<file path="src/rtl/microsequencer_if.sv">
// Sequencer handshake bundle: control-word fields and status in,
// next/current microstate and sticky error flags out.
interface microsequencer_if #(
  parameter int STATE_W = 10
);
  logic [2:0]         ns_sel;
  logic [2:0]         cond_sel;
  logic               cond_inv;
  logic [STATE_W-1:0] cr_addr;
  logic [STATE_W-1:0] enc_addr;
  logic               moc;
  logic [3:0]         flags;
  logic               cond_true;
  logic               irq;
  logic [STATE_W-1:0] next_state;
  logic [STATE_W-1:0] current_state;
  logic               stall;
  logic               stack_err;
  logic               timeout;

  modport master (
    output ns_sel, cond_sel, cond_inv, cr_addr, enc_addr,
    output moc, flags, cond_true, irq,
    input  next_state, current_state, stall, stack_err, timeout
  );

  modport slave (
    input  ns_sel, cond_sel, cond_inv, cr_addr, enc_addr,
    input  moc, flags, cond_true, irq,
    output next_state, current_state, stall, stack_err, timeout
  );
endinterface

</file>
<file path="src/rtl/microsequencer.sv">
// Microprogram next-address sequencer with return stack
// and bounded WAIT timeout trap.
module microsequencer #(
  parameter int               STATE_W     = 10,
  parameter int               STACK_DEPTH = 4,
  parameter int               WAIT_LIMIT  = 255,
  parameter logic [STATE_W-1:0] FETCH_STATE = 10'd1,
  parameter logic [STATE_W-1:0] TRAP_STATE  = 10'd240
) (
  input logic            clk,
  input logic            reset,
  microsequencer_if.slave bus
);
  localparam int PW = (STACK_DEPTH > 1) ? $clog2(STACK_DEPTH) : 1;
  localparam int DW = $clog2(STACK_DEPTH + 1);
  localparam int CW = $clog2(WAIT_LIMIT + 1);

  logic [STATE_W-1:0] cur;
  logic [STATE_W-1:0] nxt;
  logic [STATE_W-1:0] inc;
  logic [STATE_W-1:0] stack [STACK_DEPTH];
  logic [DW-1:0]      depth;
  logic [CW-1:0]      wait_cnt;
  logic               err_q;
  logic               to_q;

  logic          c_raw;
  logic          c;
  logic          full;
  logic          empty;
  logic [PW-1:0] top_idx;
  logic [PW-1:0] push_idx;
  logic          push;
  logic          pop;
  logic          hold;
  logic          trap;
  logic          ovf;
  logic          unf;
  logic          stall_c;

  assign inc      = cur + STATE_W'(1);
  assign full     = (depth == DW'(STACK_DEPTH));
  assign empty    = (depth == '0);
  assign top_idx  = PW'(depth - DW'(1));
  assign push_idx = full ? PW'(STACK_DEPTH - 1) : PW'(depth);

  // condition select, mode decode and next-address selection
  always_comb begin
    c_raw   = 1'b0;
    nxt     = inc;
    push    = 1'b0;
    pop     = 1'b0;
    hold    = 1'b0;
    trap    = 1'b0;
    ovf     = 1'b0;
    unf     = 1'b0;
    unique case (bus.cond_sel)
      3'd0: c_raw = bus.moc;
      3'd1: c_raw = bus.flags[3];
      3'd2: c_raw = bus.flags[2];
      3'd3: c_raw = bus.flags[1];
      3'd4: c_raw = bus.flags[0];
      3'd5: c_raw = bus.cond_true;
      3'd6: c_raw = 1'b1;
      3'd7: c_raw = bus.irq;
    endcase
    c = c_raw ^ bus.cond_inv;
    unique case (bus.ns_sel)
      3'd0: nxt = bus.enc_addr;
      3'd1: nxt = inc;
      3'd2: nxt = bus.cr_addr;
      3'd3: nxt = c ? bus.cr_addr : inc;
      3'd4: nxt = c ? bus.cr_addr : bus.enc_addr;
      3'd5: begin
        push = 1'b1;
        ovf  = full;
        nxt  = bus.cr_addr;
      end
      3'd6: begin
        if (empty) begin
          unf = 1'b1;
          nxt = FETCH_STATE;
        end else begin
          pop = 1'b1;
          nxt = stack[top_idx];
        end
      end
      3'd7: begin
        if (c) begin
          nxt = inc;
        end else if (wait_cnt == CW'(WAIT_LIMIT)) begin
          trap = 1'b1;
          nxt  = TRAP_STATE;
        end else begin
          hold = 1'b1;
          nxt  = cur;
        end
      end
    endcase
    stall_c = (bus.ns_sel == 3'd7) & ~c;
    if (reset) begin
      nxt     = '0;
      stall_c = 1'b0;
    end
  end

  // state, depth, wait count and sticky flags
  always_ff @(posedge clk) begin
    if (reset) begin
      cur      <= '0;
      depth    <= '0;
      wait_cnt <= '0;
      err_q    <= 1'b0;
      to_q     <= 1'b0;
    end else begin
      cur      <= nxt;
      wait_cnt <= hold ? wait_cnt + CW'(1) : '0;
      if (push && !full) depth <= depth + DW'(1);
      if (pop) depth <= depth - DW'(1);
      if (ovf || unf) err_q <= 1'b1;
      if (trap) to_q <= 1'b1;
    end
  end

  // return-address storage; overflow overwrites the top entry
  always_ff @(posedge clk) begin
    if (!reset && push) stack[push_idx] <= inc;
  end

  assign bus.next_state    = nxt;
  assign bus.current_state = cur;
  assign bus.stall         = stall_c;
  assign bus.stack_err     = err_q;
  assign bus.timeout       = to_q;
endmodule

</file>
<file path="src/flat_wrapper.sv">
// flat-port wrapper written by rule: the top's interface ports become plain ports
module microsequencer_flat 
#(
  parameter int               STATE_W     = 10,
  parameter int               STACK_DEPTH = 4,
  parameter int               WAIT_LIMIT  = 255,
  parameter logic [STATE_W-1:0] FETCH_STATE = 10'd1,
  parameter logic [STATE_W-1:0] TRAP_STATE  = 10'd240
)
  (clk, reset, bus_ns_sel, bus_cond_sel, bus_cond_inv, bus_cr_addr, bus_enc_addr, bus_moc, bus_flags, bus_cond_true, bus_irq, bus_next_state, bus_current_state, bus_stall, bus_stack_err, bus_timeout);
  microsequencer_if #(.STATE_W(STATE_W)) bus_i ();
  input logic clk;
  input logic reset;
  input wire logic [$bits(bus_i.ns_sel)-1:0] bus_ns_sel;
  input wire logic [$bits(bus_i.cond_sel)-1:0] bus_cond_sel;
  input wire logic [$bits(bus_i.cond_inv)-1:0] bus_cond_inv;
  input wire logic [$bits(bus_i.cr_addr)-1:0] bus_cr_addr;
  input wire logic [$bits(bus_i.enc_addr)-1:0] bus_enc_addr;
  input wire logic [$bits(bus_i.moc)-1:0] bus_moc;
  input wire logic [$bits(bus_i.flags)-1:0] bus_flags;
  input wire logic [$bits(bus_i.cond_true)-1:0] bus_cond_true;
  input wire logic [$bits(bus_i.irq)-1:0] bus_irq;
  output wire logic [$bits(bus_i.next_state)-1:0] bus_next_state;
  output wire logic [$bits(bus_i.current_state)-1:0] bus_current_state;
  output wire logic [$bits(bus_i.stall)-1:0] bus_stall;
  output wire logic [$bits(bus_i.stack_err)-1:0] bus_stack_err;
  output wire logic [$bits(bus_i.timeout)-1:0] bus_timeout;
  assign bus_i.ns_sel = bus_ns_sel;
  assign bus_i.cond_sel = bus_cond_sel;
  assign bus_i.cond_inv = bus_cond_inv;
  assign bus_i.cr_addr = bus_cr_addr;
  assign bus_i.enc_addr = bus_enc_addr;
  assign bus_i.moc = bus_moc;
  assign bus_i.flags = bus_flags;
  assign bus_i.cond_true = bus_cond_true;
  assign bus_i.irq = bus_irq;
  assign bus_next_state = bus_i.next_state;
  assign bus_current_state = bus_i.current_state;
  assign bus_stall = bus_i.stall;
  assign bus_stack_err = bus_i.stack_err;
  assign bus_timeout = bus_i.timeout;
  microsequencer #(.STATE_W(STATE_W), .STACK_DEPTH(STACK_DEPTH), .WAIT_LIMIT(WAIT_LIMIT), .FETCH_STATE(FETCH_STATE), .TRAP_STATE(TRAP_STATE)) u_core (.clk(clk), .reset(reset), .bus(bus_i));
endmodule
</file>
<file path="config.mk">
export PLATFORM = sky130hd
export DESIGN_NAME = microsequencer_flat
export DESIGN_NICKNAME = d
export VERILOG_FILES = /design/src/rtl/microsequencer_if.sv /design/src/rtl/microsequencer.sv /design/src/flat_wrapper.sv
export SDC_FILE = /design/constraint.sdc
export NUM_CORES = 1
export LEC_CHECK = 0
export ABC_AREA = 1
export ABC_CLOCK_PERIOD_IN_PS = 6300
export BUFFER_PORTS_ARGS = -buffer_cell sky130_fd_sc_hd__buf_4
export CORE_ASPECT_RATIO = 0.8
export CORE_MARGIN = 5
export CORE_UTILIZATION = 61
export CTS_BUF_LIST = sky130_fd_sc_hd__clkbuf_16
export DETAILED_ROUTE_END_ITERATION = 10
export GPL_TIMING_DRIVEN = 0
export PLACE_DENSITY = 0.93
export SLEW_MARGIN = 20
export SYNTH_ARGS = -nofsm -noshare
export SYNTH_HDL_FRONTEND = slang
export SYNTH_SLANG_ARGS = --single-unit
</file>
<file path="constraint.sdc">
create_clock -name clk -period 6.3 [get_ports clk]
set_clock_uncertainty 0.1 [all_clocks]
set_input_delay 0.63 -clock clk [delete_from_list [all_inputs] [get_ports clk]]
set_output_delay 0.63 -clock clk [all_outputs]
set_load 0.02 [all_outputs]
</file>
==> impl_results.md <==
- Final setup vio count: 0
- CP max stage delay: ~500 ps
- DRT iter0 DRCs: 382
- Post-synth top area share: 0.3474
- Fmax: between 200 and 300 MHz
- Area after DPL: about 0.0040 sq mm
- Slew HR: 0.3491
- Period utilization: 0.6223
- Commonest register cell after synthesis: edfxtp_1
- Starting Density: 0.6326
- ANT nets after route: 0
- Dpl ws: 2780 ps
- Yosys warns: 0
- Total die area: ~0.0073 sq mm
- Vias in the first global route: around 3400
- Clock Latency Late Sink: 340 ps
- PwrDens: roughly 260 mW/mm^2
- Critical path capture point type: primary output
- P&R area growth vs syn: 23.74%
- Worst-Margin Slew: slightly below 1000 ps
- TritonCTS clock tree: done
- Total CTS buffers: 9
- Syn avg cell area: 7.839 sq um
- Status: finished, final reports clean
- Die span in x: between 90 and 100 um
- Setup CP Type: reg -> out
- Total Wirelength: between 10000 and 15000 um
- Routed WL per cell: 16.88 um
- Leakage: roughly 2 nW
- Syn_nets: ~480
- Setup slack after layout: roughly 2400 ps
- Ant. Diodes: 0
- IO Count: around 60
- Final Net Count: between 500 and 600
- Critical path's top delay family: buffers and inverters
- Clk slew on worst S/H paths: ~60 ps
- Cells after DPL: between 500 and 600
- Synth cell types: 36
- Fillers: about 350
- Setup TNS: 0 ps
- Clock net sink count: 63
- # hold bufs at CTS: 0
- RD Place Congestion: between 0.9 and 1
- CP cell instances: inv_1 -> clkbuf_1 -> ha_1 -> inv_1 -> clkbuf_1 -> nand3_1 -> nand3_1 -> nand2_1 -> inv_1 -> nand2_1 -> nand2_1 -> nand3_1 -> nor2_1 -> nor2_1 -> buf_4
- Num rows: 24
- Clk buf depth: 2
- Die Y: roughly 77 um
- Register area share after synthesis: 0.4806
- WP data arrival: 3190 ps
- Largest net degree at the start of global routing: 13
- Mapped Cells: about 440
- Number of flops mapped to enable cells by yosys: 40
- RSZ-0062 raised after global routing: false
- Dpl hpwl: 6972 um
- Final Power: 1.110 mW
- H-tree depth: 3
- Final hold vios: 0
- Crit path buf inv count: 6
- Post-CTS sizing: 0
- Fin cells: 594
- Via count: between 3000 and 4000
- CP max-delay cell: clkbuf_1
- WHS: 351.1 ps
- Ranking of synthesized cells by area: edfxtp_1, dfxtp_1, nand2_1
- CTS Root Cell: clkbuf_16
- First-pass GRT wire length: between 15000 and 20000 um
- Worst path required time: ~5600 ps
- Layout cells sized above 1: 0.1938
- Number of buffers added on ports: slightly below 60
- Fin util: 0.7827
- Final Critical Period: about 3900 ps
- Worst Hold Class: reg -> reg
- Global Route Usage Sum: 0.2945
- Syn Std Cell Area: approximately 0.0035 sq mm
- Setup crit start kind: register
- #FFs+latches synth: 63
- Post-CTS Setup Bufs: 0
- First drt pass iteration count: 6
- Initial antenna violation count: 0
- Async set or reset register ratio after synthesis: 0
- Peak supply drop: between 0.00015 and 0.0002 V
- Critical Path Fanout Max: 12
- Core area: between 0.005 and 0.006 sq mm
- Drt drc: 0
- MaxCap Viol Count: 0
- Max Slew Vio Count: 0
- Cell taking the most area after synthesis: edfxtp_1
- DR vias/cell: just under 6
- Gr ovfl total: 0
- Finished Cell Area: 0.004278 sq mm
## sequential cells by signal, summed over array words and instances, names as in the netlist
name / cells
u_core.bus.current_state: 10
u_core.depth: 3
u_core.wait_cnt: 8
u_core.bus.timeout: 1
u_core.stack: 40
u_core.bus.stack_err: 1
## synthesized netlist by cell type (all sizes together) (3+ instances only)
| library cell | number |
|---|---|
| a21oi | 7 |
| buf | 4 |
| clkbuf | 6 |
| dfxtp | 23 |
| edfxtp | 40 |
| ha | 7 |
| inv | 62 |
| nand2 | 118 |
| nand3 | 32 |
| nand3b | 5 |
| nand4 | 3 |
| nor2 | 63 |
| nor3 | 3 |
| nor3b | 3 |
| o21ai | 41 |
| o22ai | 8 |
| xor2 | 7 |
## area by class of cell
class / instances / area, sq um / area share
Sequential cell: 63 / 1662 / 0.3884
Multi-Input combinational cell: 306 / 1520 / 0.3554
Timing Repair Buffer: 59 / 442.9 / 0.1035
Inverter: 62 / 232.7 / 0.05440
Clock buffer: 9 / 225.2 / 0.05265
Tap cell: 78 / 97.59 / 0.02281
Clock inverter: 7 / 48.80 / 0.01141
Buffer: 10 / 48.80 / 0.01141
## final timing paths
check | startpoint | end | slack, ps | cells after the start
worst max-delay path | u_core.depth[0] | bus_next_state[8] | 2380 | 15
worst min-delay path | u_core.wait_cnt[0] | u_core.wait_cnt[0] | 350 | 1
worst max register to register | u_core.depth[0] | u_core.bus.current_state[8] | 3390 | 14
worst min register to register | u_core.wait_cnt[0] | u_core.wait_cnt[0] | 350 | 1
## worst register-to-register path: cells and delay by family, from the launching register on
| kind | cells | cell delay [ps] |
|---|---|---|
| adders and majority gates | 1 | 370 |
| buffers and inverters | 5 | 1170 |
| and+or+nand+nor | 8 | 790 |
| DFF | 1 | 370 |
## placed cells by master (no fill, tap or decap), types with 5 or more instances in the layout
master     instances
ha_1               7
nor2_1            61
nand2_1          109
inv_1             60
o22ai_1            8
dfxtp_1           23
clkbuf_16          9
clkbuf_1           6
o21ai_0           39
nand3_1           31
a21oi_1            6
buf_4             59
nand2_2            8
xor2_1             7
edfxtp_1          40
nand3b_1           5
## metal layers
layer / up-vias / global-route usage / share of wire
li1: 1575 / - / -
met1: 1541 / 0.3962 / 0.38
met2: 317 / 0.4497 / 0.45
met3: 54 / 0.06576 / 0.12
met4: 0 / 0.1472 / 0.041
met5: - / 0 / 0
## power breakdown
group | switching (mW) | total, mW | internal (mW) | leakage (nW)
clock | 0.190 | 0.457 | 0.266 | 0.136
sequential | 0.0119 | 0.466 | 0.454 | 0.556
combinational | 0.120 | 0.188 | 0.0681 | 1.29
total | 0.322 | 1.11 | 0.788 | 1.98
## kinds of logic after synthesis
| group | synth area share |
|---|---|
| AND/OR/NAND/NOR | 0.2903 |
| buffers and inverters | 0.08143 |
| AO/OA/AOI/OAI | 0.1021 |
| flip-flops | 0.4806 |
| XOR/XNOR | 0.02027 |
| adder cells (fa/ha/maj) | 0.02533 |
Power figures use the tool's default switching activity.
